### config.mk
export PLATFORM = sky130hd
export DESIGN_NAME = operand_entry_ctrl
export DESIGN_NICKNAME = d
export VERILOG_FILES = /design/src/rtl/operand_entry_ctrl.sv
export SDC_FILE = /design/constraint.sdc
export NUM_CORES = 1
export LEC_CHECK = 0
export ABC_AREA = 0
export CORE_MARGIN = 2
export CORE_UTILIZATION = 57
export DETAILED_ROUTE_END_ITERATION = 16
export PLACE_DENSITY = 0.82
export REMOVE_ABC_BUFFERS = 1
export SYNTH_ARGS = -nofsm -noshare
export SYNTH_HDL_FRONTEND = slang
export SYNTH_SLANG_ARGS = --single-unit
### constraint.sdc
create_clock -name clk -period 4.04 [get_ports clk]
set_input_delay 0.404 -clock clk [delete_from_list [all_inputs] [get_ports clk]]
set_output_delay 0.404 -clock clk [all_outputs]
set_load 0.005 [all_outputs]
### src/rtl/operand_entry_ctrl.sv
// Operand entry controller: digit-wise editing of two signed operands, write-back
// to the operand store, then start/wait/show handshaking with the arithmetic unit.
module operand_entry_ctrl #(
  parameter int MAX_MAG = 9999,
  parameter int DW      = 16
) (
  input  logic          clk,
  input  logic          reset,
  input  logic          btn_c,
  input  logic          btn_u,
  input  logic          btn_d,
  input  logic          btn_l,
  input  logic          btn_r,
  input  logic          calc_done,
  output logic          mem_we,
  output logic          mem_addr,
  output logic [DW-1:0] mem_din,
  output logic          calc_start,
  output logic [DW-1:0] edit_val,
  output logic [1:0]    cursor,
  output logic [2:0]    state
);

  typedef enum logic [2:0] {
    EDIT_A = 3'd0,
    WR_A   = 3'd1,
    EDIT_B = 3'd2,
    WR_B   = 3'd3,
    START  = 3'd4,
    WAIT   = 3'd5,
    SHOW   = 3'd6
  } state_t;

  localparam logic signed [DW:0] LIM_P = (DW+1)'(MAX_MAG);
  localparam logic signed [DW:0] LIM_N = -LIM_P;

  state_t                r_state, w_state_nxt;
  logic signed [DW-1:0]  r_edit_val, w_edit_nxt;
  logic [1:0]            r_cursor, w_cursor_nxt;
  logic                  r_mem_we, r_mem_addr, r_calc_start;
  logic [DW-1:0]         r_mem_din;

  logic signed [DW:0]    w_ext, w_pow, w_inc, w_dec;
  logic                  w_wr_nxt;

  function automatic logic signed [DW:0] pow10(input logic [1:0] c);
    case (c)
      2'd0:    pow10 = (DW+1)'(1);
      2'd1:    pow10 = (DW+1)'(10);
      2'd2:    pow10 = (DW+1)'(100);
      default: pow10 = (DW+1)'(1000);
    endcase
  endfunction

  // One extra bit of headroom so the limit test never sees a wrapped sum.
  assign w_ext = {r_edit_val[DW-1], r_edit_val};
  assign w_pow = pow10(r_cursor);
  assign w_inc = w_ext + w_pow;
  assign w_dec = w_ext - w_pow;

  always_comb begin
    w_state_nxt  = r_state;
    w_edit_nxt   = r_edit_val;
    w_cursor_nxt = r_cursor;
    case (r_state)
      EDIT_A, EDIT_B: begin
        if (btn_c) begin
          if (r_state == EDIT_A) w_state_nxt = WR_A;
          else                   w_state_nxt = WR_B;
        end else if (btn_l) begin
          w_cursor_nxt = r_cursor + 2'd1;
        end else if (btn_r) begin
          w_cursor_nxt = r_cursor - 2'd1;
        end else if (btn_u) begin
          if (w_inc <= LIM_P) w_edit_nxt = w_inc[DW-1:0];
        end else if (btn_d) begin
          if (w_dec >= LIM_N) w_edit_nxt = w_dec[DW-1:0];
        end
      end
      WR_A: begin
        w_state_nxt  = EDIT_B;
        w_edit_nxt   = '0;
        w_cursor_nxt = '0;
      end
      WR_B:  w_state_nxt = START;
      START: w_state_nxt = WAIT;
      WAIT:  if (calc_done) w_state_nxt = SHOW;
      SHOW: begin
        if (btn_c) begin
          w_state_nxt  = EDIT_A;
          w_edit_nxt   = '0;
          w_cursor_nxt = '0;
        end
      end
      default: w_state_nxt = EDIT_A;
    endcase
  end

  assign w_wr_nxt = (w_state_nxt == WR_A) || (w_state_nxt == WR_B);

  // Strobes are decoded from the next state so they line up with the state they belong to.
  always_ff @(posedge clk or posedge reset) begin
    if (reset) begin
      r_state      <= EDIT_A;
      r_edit_val   <= '0;
      r_cursor     <= '0;
      r_mem_we     <= 1'b0;
      r_mem_addr   <= 1'b0;
      r_mem_din    <= '0;
      r_calc_start <= 1'b0;
    end else begin
      r_state      <= w_state_nxt;
      r_edit_val   <= w_edit_nxt;
      r_cursor     <= w_cursor_nxt;
      r_mem_we     <= w_wr_nxt;
      r_mem_addr   <= (w_state_nxt == WR_B);
      r_mem_din    <= w_wr_nxt ? w_edit_nxt : '0;
      r_calc_start <= (w_state_nxt == START);
    end
  end

  assign mem_we     = r_mem_we;
  assign mem_addr   = r_mem_addr;
  assign mem_din    = r_mem_din;
  assign calc_start = r_calc_start;
  assign edit_val   = r_edit_val;
  assign cursor     = r_cursor;
  assign state      = r_state;

endmodule

==> results.ini <==
[floorplanning]
num_rows=29
coreArea_um2=6314
die_area_um2=7167
fp.dieH_um=84.66
ioPinCount=48
start_util=0.5874
die_x_um=84.66

[timing]
fin_crit_sh=0.9727
period_needed_ns=3.930
finClkSkew_ns=0.007148
hold_slack_ns=0.5196
slew_headroom=0.5719
setup_viol=0
fmax_mhz=254.5
tightest_slew_ns=0.6372
slew_viol_final=0
hold_viol_final=0

[global_route]
grt_pass1_vias=3845
antenna_found_initial=0
grt_usage=0.3542
grt_max_degree=41
grt_pass1_wl_um=20090
grt_overflow=0

[final_layout]
drive_above_1_share=0.1635
syn_to_final_growth_pct=26.01
final_nets=559
final_cell_area_um2=4673
antennaDiodeCount=0

[setup_path]
required_ns=4.28
cp_data_arrival_time_ns=4.17
rrSetupSlack_ns=0.11
cp-end-kind=flip-flop
crit_path_start_kind=flip-flop
worstPathMaxFanout=4
critical_path_class=flip-flop to flip-flop

[hold_path]
min_path_type=input port to async pin

[synth]
synth_seq_area_share=0.2699
synth_area_um2=3709
synthCells=460
synth_ff_type=dfrtp_1
yosysTopAreaCellShare=0.2699
synth_common_cells=41 x nand2_1, 40 x dfrtp_1, 30 x a21oi_1, 30 x inv_1, 30 x o21ai_0
synth.most_common_cell=nand2_1
ys_warn_count=0
yosysTopAreaCell=dfrtp_1
synth_seq_cells=40
syn_avg_cell_area_um2=8.062
ys_async_sr_fraction=1.000
netlist_top_cells_area=dfrtp_1 27%, ha_1 8.1%, nand2_1 4.1%
synth_cell_types=72
synth_edf_count=0

[routing]
drc=1
viasPerCell=6.844
drt-wirelength-per-cell_um=21.32
initialDrtViolationCount=518
drt-total-wl_um=12860
ant_nets=0
via_count=4127
drt-pass1-iter-count=11

[clock_tree]
root_buffer=clkbuf_8
numCtsBuffers=5
clkSinkCount=40
cts_hold_buf=0
clkTransAtPathRegs_ns=0.09
cts_tree=yes
htree_levels=2
clockBufferDepth=2
clock_latency_ns=0.30

[placement]
post-dp-hpwl_um=9391
placed_cell_area_um2=4348
io_buffers=47
routabilityCongestion=0.9912

[pwr]
leakagePower_nw=1.980
power_density_nw_per_um2=956.3
vdd_drop_max_mv=0.7764

[job]
cap_violations=0

[status]
outcome=finished with violations
violations=design-rule violations

cell families (layout without fill, tap and decap cells):
group / Yosys count / in the layout / share of synthesized area
muxes: 7 / 7 / 0.01957
and+or+nand+nor: 159 / 159 / 0.2139
buffers and inverters: 58 / 124 / 0.06140
xor gates and xnor gates: 17 / 17 / 0.04218
adders and majority gates: 26 / 26 / 0.09177
AOI/OAI and AO/OA: 153 / 153 / 0.3013
DFF: 40 / 40 / 0.2699
flip-flops by register name, summed over array words and instances, names as in the netlist:
| register | cells |
|---|---|
| mem_din | 16 |
| state | 3 |
| calc_start | 1 |
| mem_addr | 1 |
| mem_we | 1 |
| cursor | 2 |
| edit_val | 16 |
critical path, stage by stage (launching register included):
cell and delay [ns]:
dfrtp_1 0.39, inv_1 0.08, ha_1 0.21, ha_2 0.20, fa_2 0.37, or3b_4 0.44, a31oi_4 0.28, a211oi_2 0.12
xnor2_2 0.21, nand2_1 0.07, a311o_1 0.30, a21o_1 0.22, a311o_1 0.42, a2111oi_4 0.33, a22o_1 0.20
timing repair:
action	CTS	global route
pin swaps	3	10
resized for setup	5	21
setup endpoints to repair	9	15
hold endpoints to repair	0	0
setup buffers	5	9
cell usage in the layout, fill, tap and decap left out, types with 5 or more instances in the layout:
master | Yosys | layout
a21o_1 | 6 | 6
nand2b_1 | 6 | 5
nand2_1 | 41 | 40
inv_1 | 30 | 28
dfrtp_1 | 40 | 40
o2111ai_1 | 7 | 7
nor3_1 | 24 | 24
ha_2 | 0 | 6
nand3_1 | 18 | 17
o211ai_1 | 10 | 10
clkbuf_8 | 0 | 5
and3_1 | 8 | 8
nand4_1 | 9 | 9
nor2_1 | 29 | 29
buf_4 | 1 | 38
xnor2_1 | 13 | 13
a211oi_1 | 8 | 6
clkdlybuf4s50_1 | 0 | 47
ha_1 | 24 | 16
o21ai_0 | 30 | 29
a21oi_1 | 30 | 28
a31oi_1 | 5 | 5
layout make-up:
cell class / instances / area (um2)
Multi-Input combinational cell: 362 / 2581
Fill cell: 490 / 1640
Sequential cell: 40 / 1001
Timing Repair Buffer: 86 / 767.0
Inverter: 30 / 112.6
Tap cell: 77 / 96.34
Clock buffer: 5 / 68.82
Clock inverter: 3 / 46.29
report_power, final:
part / switching [mW] / leakage (nW) / total, mW / internal [mW]
Sequential: 0.182 / 0.543 / 0.677 / 0.495
Clock: 0.165 / 0.0548 / 0.352 / 0.186
Combinational: 1.98 / 1.38 / 3.44 / 1.46
Total: 2.33 / 1.98 / 4.47 / 2.14
layer usage:
metal,share of wire,vias up,wire [um],GRT usage
met5,0,-,0,0
met4,0.047,0,609,0.1371
met3,0.086,46,1107,0.06588
met2,0.47,288,6045,0.5770
met1,0.40,1945,5095,0.4678
li1,-,1848,-,-
stage by stage:
stage	setup slack (ns)	setup TNS (ns)	utilization	total power, mW	instances
6_report	0.1104	0	0.7402	4.469	603
5_1_grt	-0.05050	-0.09625	0.7402	4.730	603
4_1_cts	0.01621	0	0.7148	4.141	594
3_5_place_dp	-0.1952	-0.5547	0.6887	3.676	581
3_3_place_gp	-0.04089	-0.04089	0.6887	3.631	581
2_1_floorplan	0.1939	0	-	2.632	432
worst paths after layout:
path                                  startpoint                     end  cells past startpoint
setup reg to reg           cursor[1]$_DFFE_PP0P_  edit_val[13]$_DFF_PP0_                     14
max in group asynchronous                  reset   edit_val[3]$_DFF_PP0_                      3
min in group clk           cursor[0]$_DFFE_PP0P_   cursor[0]$_DFFE_PP0P_                      2
hold reg to reg            cursor[0]$_DFFE_PP0P_   cursor[0]$_DFFE_PP0P_                      2
setup / recovery           cursor[1]$_DFFE_PP0P_  edit_val[13]$_DFF_PP0_                     14
hold / removal                             reset  edit_val[15]$_DFF_PP0_                      3
No activity file was read; power rests on OpenSTA's default activity.
==> RTL change, RTL diff (config.mk and constraints unchanged) <==
Reset style: synchronous (`reset`), changed in one clocked block.
--- a/src/rtl/operand_entry_ctrl.sv
+++ b/src/rtl/operand_entry_ctrl.sv
@@ -99,7 +99,7 @@
   assign w_wr_nxt = (w_state_nxt == WR_A) || (w_state_nxt == WR_B);
 
   // Strobes are decoded from the next state so they line up with the state they belong to.
-  always_ff @(posedge clk or posedge reset) begin
+  always_ff @(posedge clk) begin
     if (reset) begin
       r_state      <= EDIT_A;
       r_edit_val   <= '0;
Formal check against the unedited RTL: differs if reset is asserted again (counterexample within 4 cycles, from zero or initial values and one cycle with reset high); with reset held inactive, the same outputs for 4 cycles.
==> RTL change against the original RTL <==
  * Worst setup slack worse by 0.027 ns
  * Routed wire length down 14%
  * Final cell count down 7.5%
  * Cell area down 8.9%
  * Sequential cell count unchanged
  * Non-clock buffer count down 21
  * Area after synthesis down 8.9%
  * Critical endpoint is now edit_val[8]
Power is not compared: it rests on default switching activity, and its combinational part moved more than twofold at a synthesized area within 25%.
==> RTL change: results <==
export IMPL_synth_area_in_compound_gates_pct=31.5
export IMPL_drive_above_1_share_pct=14.1
export IMPL_crit_fanout=17
export IMPL_hold_path_class="reg2reg"
export IMPL_endpoint="edit_val[8]"
export IMPL_yosys_area_share_xor_xnor_pct=4.63
export IMPL_gpl_final_weighted_congestion=0.929
export IMPL_grtUsageTotal_pct=33.3
export IMPL_number_of_iterations_in_the_first_detailed_routing_pass=6
export IMPL_wire_length_of_the_first_global_routing_pass_um=16800
export IMPL_seq_area_frac_synth_pct=23.7
export IMPL_fmaxAchievable_mhz=253
export IMPL_worst_slew_pin_transition_ns=0.805
export IMPL_post_dp_hpwl_um=8040
export IMPL_synth_async_reset_ratio_pct=0
export IMPL_cell_types_occupying_the_most_area_after_synthesis="dfxtp_1, ha_1, a21oi_1"
export IMPL_grt_pass1_vias=3433
export IMPL_ff2ff_path_depth=13
export IMPL_r2r_setup_slack_ns=0.08
export IMPL_finalClockSkew_ns=0.0100
export IMPL_final_net_count=517
export IMPL_dp_worst_setup_slack_ns=0.00649
export IMPL_crit_path_top_delay_cell="ha_1"
export IMPL_postSynth_topFlopCell="dfxtp_1"
export IMPL_crit_path_start="cursor[0]"
export IMPL_run_status="finished clean"
export IMPL_grt_max_degree=19
export IMPL_route_final_wire_length_um=11000
export IMPL_synth_area_mux_share_pct=1.19
export IMPL_slowest_delay_ns=0.53
export IMPL_vias=3730
export IMPL_timing_critical_path_arrival_ns=4.15
==> RTL change: worst min path at each step <==
stage | slack [ns] | to
finish | 0.55 | cursor[0]
CTS | 0.53 | cursor[0]
detailed placement | 0.53 | cursor[0]
floorplan | 0.47 | cursor[0]
global route | 0.57 | cursor[0]
global placement | 0.51 | cursor[0]
==> RTL change: what timing repair did <==
item,4_1_cts,5_1_grt
pin swaps,0,6
setup buffers,0,2
endpoints found under the setup margin,3,20
gates resized for setup,2,31
cloned,0,1
==> RTL change: layout make-up <==
cell class,count,area (um2)
Sequential cell,40,806
Timing Repair Buffer,65,606
Inverter,31,116
Tap cell,75,93.8
Clock buffer,5,68.8
Multi-Input combinational cell,340,2510
Clock inverter,2,60.1
Fill cell,471,1560
==> RTL change: per-layer routing <==
metal / vias to the layer above / share of wire, % / GRT usage, %
li1: 1719 / - / -
met1: 1739 / 42 / 44.1
met2: 232 / 47 / 54.1
met3: 40 / 7.7 / 5.22
met4: 0 / 3.2 / 13.1
met5: - / 0 / 0
==> RTL change: stage by stage <==
step | total power, mW | hold WS [ns] | std cells | TNS (ns) | instance area (um2)
6_report | 1.43 | 0.546 | 558 | 0 | 4260
2_1_floorplan | 0.788 | 0.473 | 410 | 0 | 3270
3_3_place_gp | 0.952 | 0.515 | 548 | 0 | 3950
5_1_grt | 1.50 | 0.569 | 558 | -0.127 | 4260
4_1_cts | 1.35 | 0.535 | 555 | 0 | 4090
3_5_place_dp | 0.956 | 0.528 | 548 | 0 | 3950
==> RTL change: kinds of logic after synthesis <==
group / Yosys count
compound gates: 145
xor+xnor: 17
fa+ha+maj: 26
buf+inv: 54
flops: 40
mux: 4
simple gates: 147
==> RTL change: power breakdown <==
part           total, mW  internal, mW  switching (mW)
sequential         0.430         0.407          0.0227
clock              0.390         0.243           0.146
combinational      0.615         0.263           0.352
==> RTL change: worst register-to-register path, delay by kind of cell, from the launching register on <==
| family | cells | cell delay [ns] |
|---|---|---|
| buf+inv | 2 | 0.29 |
| compound gates | 8 | 2.38 |
| fa+ha+maj | 2 | 0.70 |
| mux | 1 | 0.13 |
| flops | 1 | 0.39 |
